**src/rtl/freq_meter_pkg.sv**
```systemverilog
// Shared types and helpers for the gated frequency meter.
// Edge-mode encoding, FSM states and gate-counter sizing.
package freq_meter_pkg;

  localparam logic EDGE_RISE = 1'b0;
  localparam logic EDGE_BOTH = 1'b1;

  typedef enum logic [1:0] {
    IDLE,
    ARM,
    MEAS
  } state_t;

  function automatic int gate_w(input int cycles);
    return (cycles < 2) ? 1 : $clog2(cycles);
  endfunction

endpackage

```
**src/rtl/freq_meter_if.sv**
```systemverilog
// Measurement bus: control and raw input in, published result out.
// The meter itself connects through the slave modport.
interface freq_meter_if #(
  parameter int COUNT_W = 16
);

  logic               en;
  logic               edge_mode;
  logic               sig_in;
  logic [COUNT_W-1:0] hz;
  logic               hz_valid;
  logic               hz_ovf;

  modport master (
    output en, edge_mode, sig_in,
    input  hz, hz_valid, hz_ovf
  );

  modport slave (
    input  en, edge_mode, sig_in,
    output hz, hz_valid, hz_ovf
  );

endinterface

```
**src/rtl/freq_meter_glitch_filter.sv**
```systemverilog
// Synchroniser plus stability filter for an asynchronous input.
// rise/fall flag the cycle in which the filtered level flips.
module glitch_filter #(
  parameter int SYNC_STAGES   = 2,
  parameter int FILTER_CYCLES = 4
) (
  input  logic clk,
  input  logic rst,
  input  logic sig_in,
  output logic lvl,
  output logic rise,
  output logic fall
);

  localparam int FW =
    (FILTER_CYCLES < 2) ? 1 : $clog2(FILTER_CYCLES);
  localparam logic [FW-1:0] STAB_LAST =
    FW'(FILTER_CYCLES - 1);

  logic [SYNC_STAGES-1:0] sync_q, sync_d;
  logic [FW-1:0]          stab_q, stab_d;
  logic                   lvl_q, lvl_d;
  logic                   synced;

  assign synced = sync_q[SYNC_STAGES-1];

  always_comb begin
    sync_d = {sync_q[SYNC_STAGES-2:0], sig_in};
    stab_d = '0;
    lvl_d  = lvl_q;
    // Any cycle back at equality drops stab_d to zero.
    if (synced != lvl_q) begin
      if (stab_q == STAB_LAST) begin
        lvl_d = synced;
      end else begin
        stab_d = stab_q + 1'b1;
      end
    end
  end

  always_ff @(posedge clk) begin
    if (rst) begin
      sync_q <= '0;
      stab_q <= '0;
      lvl_q  <= 1'b0;
    end else begin
      sync_q <= sync_d;
      stab_q <= stab_d;
      lvl_q  <= lvl_d;
    end
  end

  assign lvl  = lvl_q;
  assign rise = lvl_d & ~lvl_q;
  assign fall = ~lvl_d & lvl_q;

endmodule

```
**src/rtl/freq_meter.sv**
```systemverilog
// Gated frequency meter: counts filtered edges per gate window
// and publishes the count with a valid strobe and overflow flag.
module freq_meter
  import freq_meter_pkg::*;
#(
  parameter int GATE_CYCLES   = 100_000_000,
  parameter int COUNT_W       = 16,
  parameter int SYNC_STAGES   = 2,
  parameter int FILTER_CYCLES = 4
) (
  input  logic         clk,
  input  logic         rst,
  freq_meter_if.slave  bus
);

  localparam int GW = gate_w(GATE_CYCLES);
  localparam logic [GW-1:0] GATE_LAST =
    GW'(GATE_CYCLES - 1);

  state_t             state_q, state_d;
  logic [GW-1:0]      gate_q, gate_d;
  logic [COUNT_W-1:0] cnt_q, cnt_d, cnt_nx;
  logic               sat_q, sat_d, sat_nx;
  logic [COUNT_W-1:0] hz_q, hz_d;
  logic               hz_valid_q, hz_valid_d;
  logic               hz_ovf_q, hz_ovf_d;
  logic               rise, fall, hit, cnt_max;
  logic               unused_lvl;

  glitch_filter #(
    .SYNC_STAGES  (SYNC_STAGES),
    .FILTER_CYCLES(FILTER_CYCLES)
  ) u_filt (
    .clk   (clk),
    .rst   (rst),
    .sig_in(bus.sig_in),
    .lvl   (unused_lvl),
    .rise  (rise),
    .fall  (fall)
  );

  assign hit = rise |
    ((bus.edge_mode == EDGE_BOTH) & fall);
  assign cnt_max = &cnt_q;
  assign cnt_nx = (hit && !cnt_max) ?
    cnt_q + 1'b1 : cnt_q;
  assign sat_nx = sat_q | (hit & cnt_max);

  always_comb begin
    state_d    = state_q;
    gate_d     = '0;
    cnt_d      = '0;
    sat_d      = 1'b0;
    hz_d       = hz_q;
    hz_ovf_d   = hz_ovf_q;
    hz_valid_d = 1'b0;
    unique case (state_q)
      IDLE: begin
        if (bus.en) state_d = ARM;
      end
      ARM: begin
        state_d = MEAS;
      end
      MEAS: begin
        // Terminal edge closes the window; next starts at once.
        if (gate_q == GATE_LAST) begin
          hz_d       = cnt_nx;
          hz_ovf_d   = sat_nx;
          hz_valid_d = 1'b1;
          state_d    = bus.en ? MEAS : IDLE;
        end else if (!bus.en) begin
          state_d = IDLE;
        end else begin
          gate_d = gate_q + 1'b1;
          cnt_d  = cnt_nx;
          sat_d  = sat_nx;
        end
      end
      default: state_d = IDLE;
    endcase
  end

  always_ff @(posedge clk) begin
    if (rst) begin
      state_q    <= IDLE;
      gate_q     <= '0;
      cnt_q      <= '0;
      sat_q      <= 1'b0;
      hz_q       <= '0;
      hz_valid_q <= 1'b0;
      hz_ovf_q   <= 1'b0;
    end else begin
      state_q    <= state_d;
      gate_q     <= gate_d;
      cnt_q      <= cnt_d;
      sat_q      <= sat_d;
      hz_q       <= hz_d;
      hz_valid_q <= hz_valid_d;
      hz_ovf_q   <= hz_ovf_d;
    end
  end

  assign bus.hz       = hz_q;
  assign bus.hz_valid = hz_valid_q;
  assign bus.hz_ovf   = hz_ovf_q;

endmodule

```
**src/flat_wrapper.sv**
```systemverilog
// flat-port wrapper written by rule: the top's interface ports become plain ports
module freq_meter_flat import freq_meter_pkg::*;
#(
  parameter int GATE_CYCLES   = 100_000_000,
  parameter int COUNT_W       = 16,
  parameter int SYNC_STAGES   = 2,
  parameter int FILTER_CYCLES = 4
)
  (clk, rst, bus_en, bus_edge_mode, bus_sig_in, bus_hz, bus_hz_valid, bus_hz_ovf);
  freq_meter_if #(.COUNT_W(COUNT_W)) bus_i ();
  input  logic clk;
  input  logic rst;
  input wire logic [$bits(bus_i.en)-1:0] bus_en;
  input wire logic [$bits(bus_i.edge_mode)-1:0] bus_edge_mode;
  input wire logic [$bits(bus_i.sig_in)-1:0] bus_sig_in;
  output wire logic [$bits(bus_i.hz)-1:0] bus_hz;
  output wire logic [$bits(bus_i.hz_valid)-1:0] bus_hz_valid;
  output wire logic [$bits(bus_i.hz_ovf)-1:0] bus_hz_ovf;
  assign bus_i.en = bus_en;
  assign bus_i.edge_mode = bus_edge_mode;
  assign bus_i.sig_in = bus_sig_in;
  assign bus_hz = bus_i.hz;
  assign bus_hz_valid = bus_i.hz_valid;
  assign bus_hz_ovf = bus_i.hz_ovf;
  freq_meter #(.GATE_CYCLES(GATE_CYCLES), .COUNT_W(COUNT_W), .SYNC_STAGES(SYNC_STAGES), .FILTER_CYCLES(FILTER_CYCLES)) u_core (.clk(clk), .rst(rst), .bus(bus_i));
endmodule
```
**config.mk**
```make
export PLATFORM = sky130hd
export DESIGN_NAME = freq_meter_flat
export DESIGN_NICKNAME = d
export VERILOG_FILES = /design/src/rtl/freq_meter_pkg.sv /design/src/rtl/freq_meter_if.sv /design/src/rtl/freq_meter_glitch_filter.sv /design/src/rtl/freq_meter.sv /design/src/flat_wrapper.sv
export SDC_FILE = /design/constraint.sdc
export NUM_CORES = 1
export LEC_CHECK = 0
export CORE_UTILIZATION = 35
export DETAILED_ROUTE_END_ITERATION = 7
export REMOVE_ABC_BUFFERS = 1
export SYNTH_ARGS = -nofsm -noshare
export SYNTH_HDL_FRONTEND = slang
export SYNTH_SLANG_ARGS = --single-unit
```
**constraint.sdc**
```tcl
create_clock -name clk -period 1.7 [get_ports clk]
set_input_delay 0.34 -clock clk [delete_from_list [all_inputs] [get_ports clk]]
set_output_delay 0.34 -clock clk [all_outputs]
set_load 0.01 [all_outputs]
```
-- Word level (Yosys, flattened, before mapping)
Cells that the tools add are included.
- memories: 0
- bits in writable memories: 0
- output and inout bits: 18
- input bits: 5
- bits in latches: 0
- memory bits (read-only): 0
- word-level logic and storage cells: 49
- register bits: 69
- div/mod/pow operators: 0
- shift-type cells: 0
- equality and inequality tests: 7
- bitwise logic cells: 11
- add/subtract/negate cells: 3
- multipliers: 0
- reduce and logical (&&, ||, !) cells: 9
- order comparisons: 0
- mux-type cells: 9
- operators with widths (operator ; number):
    27-bit by 1-bit adder with 27-bit output, second input constant ; 1
    27-bit equality test, second input constant ; 1
    16-bit by 1-bit adder with 16-bit output, second input constant ; 1
    16-bit two-way mux ; 1
    16-bit AND reduction ; 1
    2-bit two-way mux ; 4
    2-bit case mux with 3 select lines ; 1
    1-bit NOT ; 5
    1-bit bitwise AND ; 4
    2-bit equality test, second input constant ; 2
    2-bit AND reduction ; 2
    4-bit OR reduction ; 1
    1-bit two-way mux ; 3
    3-bit by 2-bit inequality test with 1-bit output, second input constant ; 1
    3-bit OR reduction ; 1
    2-bit by 1-bit adder with 2-bit output, second input constant ; 1
    2-bit by 1-bit equality test with 1-bit output, second input constant ; 1
    2-bit zero test ; 1
    2-bit inequality test, second input constant ; 1
    1-bit bitwise OR ; 2
    2-bit OR reduction ; 1
    1-bit logical AND ; 1
    1-bit zero test ; 1
    1-bit inequality test ; 1

-- Depth between registers and ports, before layout
- depth after elaboration: 9
- gate-level depth with buffers: 7
- mapped depth without buffers: 7

-- By module
From an unflattened synthesis, not the netlist that was laid out.
- cells, all modules: 326
- area total of the unflattened synthesis: 3091.7 um^2
- by module, submodules not included (module ; area each (um^2) ; sequential area each (um^2) ; times used ; cells each):
    freq_meter ; 2907.8 ; 1281.2 ; 1 ; 310
    glitch_filter ; 183.9 ; 100.1 ; 1 ; 16

-- Worst setup path before layout
Ideal clock, no wire load.
- path type: register to register
- start: register u_core.gate_q[20]
- end: register u_core.sat_q
- buffers on the path: 2
- period minus slack after synthesis: 1686 ps
- library setup time: 66 ps
- cell stages (with the launch flop): 8
- arrival time: 1621 ps
- slack: 14 ps
- data required time: 1634 ps
- path through: dfxtp_1 -> and4_4 -> and2_4 -> nor3b_1 -> or4_1 -> buf_4 -> buf_6 -> nor2_1
- word-level cells in the longest chain between the ends: 2
- RTL lines (element ; RTL line ; RTL):
    from (decl) ; freq_meter.sv:21 ; logic [GW-1:0] gate_q, gate_d;
    from (signal assigned) ; freq_meter.sv:94 ; gate_q <= gate_d;
    27-bit equality test ; freq_meter.sv:66 ; if (gate_q == GATE_LAST) begin
    4-bit OR reduction (no line) ; - ;
    to (signal assigned) ; freq_meter.sv:96 ; sat_q <= sat_d;
    to (decl) ; freq_meter.sv:23 ; logic sat_q, sat_d, sat_nx;
No other way between the ends.
A chain may end at the register's enable or synchronous reset.

-- Worst setup path in the final report
- start: register u_core.gate_q[23]
- end: register u_core.cnt_q[14]
- word-level cells in the longest chain between the ends: 2
- RTL lines (element ; RTL line ; RTL):
    27-bit equality test ; freq_meter.sv:66 ;
    4-bit OR reduction (no line) ; - ;
    to (signal assigned) ; freq_meter.sv:95 ; cnt_q <= cnt_d;
    to (decl) ; freq_meter.sv:22 ; logic [COUNT_W-1:0] cnt_q, cnt_d, cnt_nx;
No other way between the ends.

==> impl_metrics.csv <==
group,metric,value,unit
clock_tree,h-tree-depth,3,
outcome,outcome,"finished, violations left",
global_route,antenna_found_initial,0,
critical_path,slowest_delay,0.51,ns
sta,final_critical_path_setup_slack,-0.129,ns
detailed_routing,drt-pass1-iter-count,4,
sta,final-hold-violation-count,0,
synth,yosysSeqAreaShare,0.482,
outcome,violations,"setup timing",
synth,synth_top_area_cell,"dfxtp_1",
floorplan,dieArea,8560,um^2
floorplan,fp-row-count,32,
synth,yosysWarnings,0,
detailed_routing,antenna_left,0,
clock_tree,clock_sinks,69,
detailed_routing,avgViaCountPerCell,4.77,
detailed_routing,vias,2434,
detailed_routing,drc_errors,0,
critical_path,cp_top_family,"simple AND/OR/NAND/NOR gates",
place,placed_cell_area,3570,um^2
clock_tree,cts_tree,"yes",
sta,setup_violations,61,
sta,finalCriticalPeriod,1.83,ns
place,gp_congestion,0.804,
critical_path,path_class,"flip-flop to flip-flop",
finish,area_growth,43.7,%
finish,finalNetCount,411,
clock_tree,cts_buffers,9,
clock_tree,worstSkewPairLatency,0.34,ns
critical_path,cp-start-kind,"flip-flop",
hold_path,worstHoldPathType,"flip-flop to flip-flop",
critical_path,rrSetupSlack,-0.13,ns
critical_path,cp_max_fo,14,
power_and_ir_drop,p_leak,1.42,nW
power_and_ir_drop,ir_drop,390,uV
clock_tree,cts-root-buf,"clkbuf_8",
run,cap_violations,0,
place,dp_slack,-0.457,ns
sta,slew_violations,0,
global_route,grt_pass1_wl,10600,um
global_route,grt_usage,0.158,
finish,drive_gt1_frac,0.309,
finish,design_area,4120,um^2
detailed_routing,drtIter0Drc,69,
clock_tree,clk_pin_slew,0.08,ns
floorplan,core,7810,um^2
global_route,grt_max_degree,25,
critical_path,cp-end-kind,"flip-flop",
floorplan,initial_utilization,0.367,
floorplan,die_w,92.5,um
critical_path,critPathBufInv,2,
finish,layout_commonest_cell,"dfxtp_1",
synth,avgSynthCellArea,8.99,um^2
floorplan,dieHeight,92.5,um
finish,final_util,0.528,
synth,synthTopCellsByArea,"dfxtp_1, nor2_1, xor2_1",
detailed_routing,wirelength,6450,um
sta,rsz0062_at_grt,"true",
sta,finClkSkew,0.0109,ns
synth,synth_top_cell_area_share,0.482,
sta,slew_headroom,0.789,
sta,timing.fmax,0.547,GHz
synth,syn_inst,319,
critical_path,arrival,2.11,ns
detailed_routing,routedWlPerCell,12.6,um
sta,hold-worst-slack,0.424,ns
place,dp_hpwl,4150,um
synth,ys_ff_latch,69,
critical_path,crit_chain,"and4_4, and2_4, nor3b_2, buf_4, or4_4, buf_8, nor2_1",
synth,ys_types,44,
power_and_ir_drop,power_density,747,nW/um^2
sta,period_share,1.08,
finish,diodes,0,
finish,final_cell_mix,"dfxtp_1, buf_4, nor2_1, xor2_1, clkdlybuf4s50_1",
critical_path,required,1.98,ns
synth,synth_area,2870,um^2
global_route,overflow,0,
global_route,grt_pass1_vias,2383,
sta,worstMarginPinSlew,0.308,ns
critical_path,slowest_stage,"or4_4",
clock_tree,clockBufferDepth,2,
place,io_buffers,22,
floorplan,io_pins,23,
==> layer usage <==
layer	GRT usage	routed length, um	vias up
li1	-	-	1263
met3	0.0542	234	6
met1	0.184	2800	1131
met2	0.278	3350	34
met4	0.0339	54	0
met5	0	0	-
==> through the flow <==
| step | TNS [ns] | total power [mW] | std cells |
|---|---|---|---|
| floorplan | -15.58 | 1.68 | 307 |
| global placement | -12.44 | 1.71 | 487 |
| detailed placement | -13.95 | 1.71 | 487 |
| CTS | -3.91 | 3.11 | 506 |
| global route | -9.78 | 3.19 | 510 |
| finish | -5.38 | 3.08 | 510 |
==> final timing paths <==
check,start,end,cells past startpoint
worst min-delay path,u_core.u_filt.stab_q[0],u_core.u_filt.stab_q[0],1
worst max register to register,u_core.gate_q[23],u_core.cnt_q[14],7
worst max-delay path,u_core.gate_q[23],u_core.cnt_q[14],7
worst min register to register,u_core.u_filt.stab_q[0],u_core.u_filt.stab_q[0],1
==> synth_stat cells, drive strengths merged <==
| cell type | number |
|---|---|
| xnor2 | 14 |
| and4 | 4 |
| nand4 | 12 |
| xor2 | 24 |
| a211oi | 16 |
| buf | 8 |
| nor2 | 72 |
| nor2b | 3 |
| a21o | 1 |
| a211o | 1 |
| nand3 | 21 |
| nor4bb | 1 |
| dfxtp | 69 |
| a311o | 1 |
| a21bo | 1 |
| mux2 | 1 |
| nor3b | 2 |
| nand2 | 21 |
| nand3b | 1 |
| o211ai | 1 |
| ha | 3 |
| nand2b | 1 |
| a21oi | 7 |
| clkbuf | 4 |
| and3 | 6 |
| nor4 | 1 |
| and2 | 2 |
| or4 | 1 |
| inv | 5 |
| nor4b | 1 |
| o311ai | 1 |
| o21ai | 1 |
| mux2i | 2 |
| o31ai | 1 |
| or3 | 3 |
| nor3 | 5 |
| or2 | 1 |
==> worst register-to-register path, cell delays in order, from the launching register on <==
cell	delay [ns]
dfxtp_2	0.32
and4_4	0.19
and2_4	0.15
nor3b_2	0.15
buf_4	0.13
or4_4	0.51
buf_8	0.20
nor2_1	0.11
==> cells by family after synthesis <==
kind of cell | count (synthesis) | synth area share
flops | 69 | 0.482
simple gates | 158 | 0.263
mux | 3 | 0.0109
buf+inv | 17 | 0.0353
compound gates | 31 | 0.0798
xor+xnor | 38 | 0.116
fa+ha+maj | 3 | 0.0131
==> layout make-up <==
class | instances | area (um^2)
multi-input combinational | 233 | 1570
sequential | 69 | 1390
clock inverter | 3 | 42.5
clock buffer | 13 | 169
timing repair buffer | 85 | 807
tap | 102 | 128
fill | 727 | 3690
inverter | 5 | 18.8
==> sequential cells by signal (all words and copies together) (netlist names) <==
name	cells
u_core.gate_q	27
u_core.u_filt.lvl	1
u_core.u_filt.stab_q	2
u_core.cnt_q	16
u_core.bus.hz_ovf	1
u_core.u_filt.sync_q	2
u_core.bus.hz_valid	1
u_core.bus.hz	16
u_core.sat_q	1
u_core.state_q	2
==> power by group <==
group          switching, mW  internal [mW]
Sequential           0.00442           1.62
Clock                  0.601          0.797
Combinational         0.0292         0.0256
Total                  0.634           2.44
==> repair_timing <==
item / in CTS / in global routing
hold buffers: 0 / 0
pin swaps: 12 / 15
endpoints found under the hold margin: 0 / 0
endpoints found under the setup margin: 61 / 62
gates cloned: 2 / 1
gates resized for setup: 19 / 45
buffers inserted: 1 / 3
(Power assumes the default switching activity.)
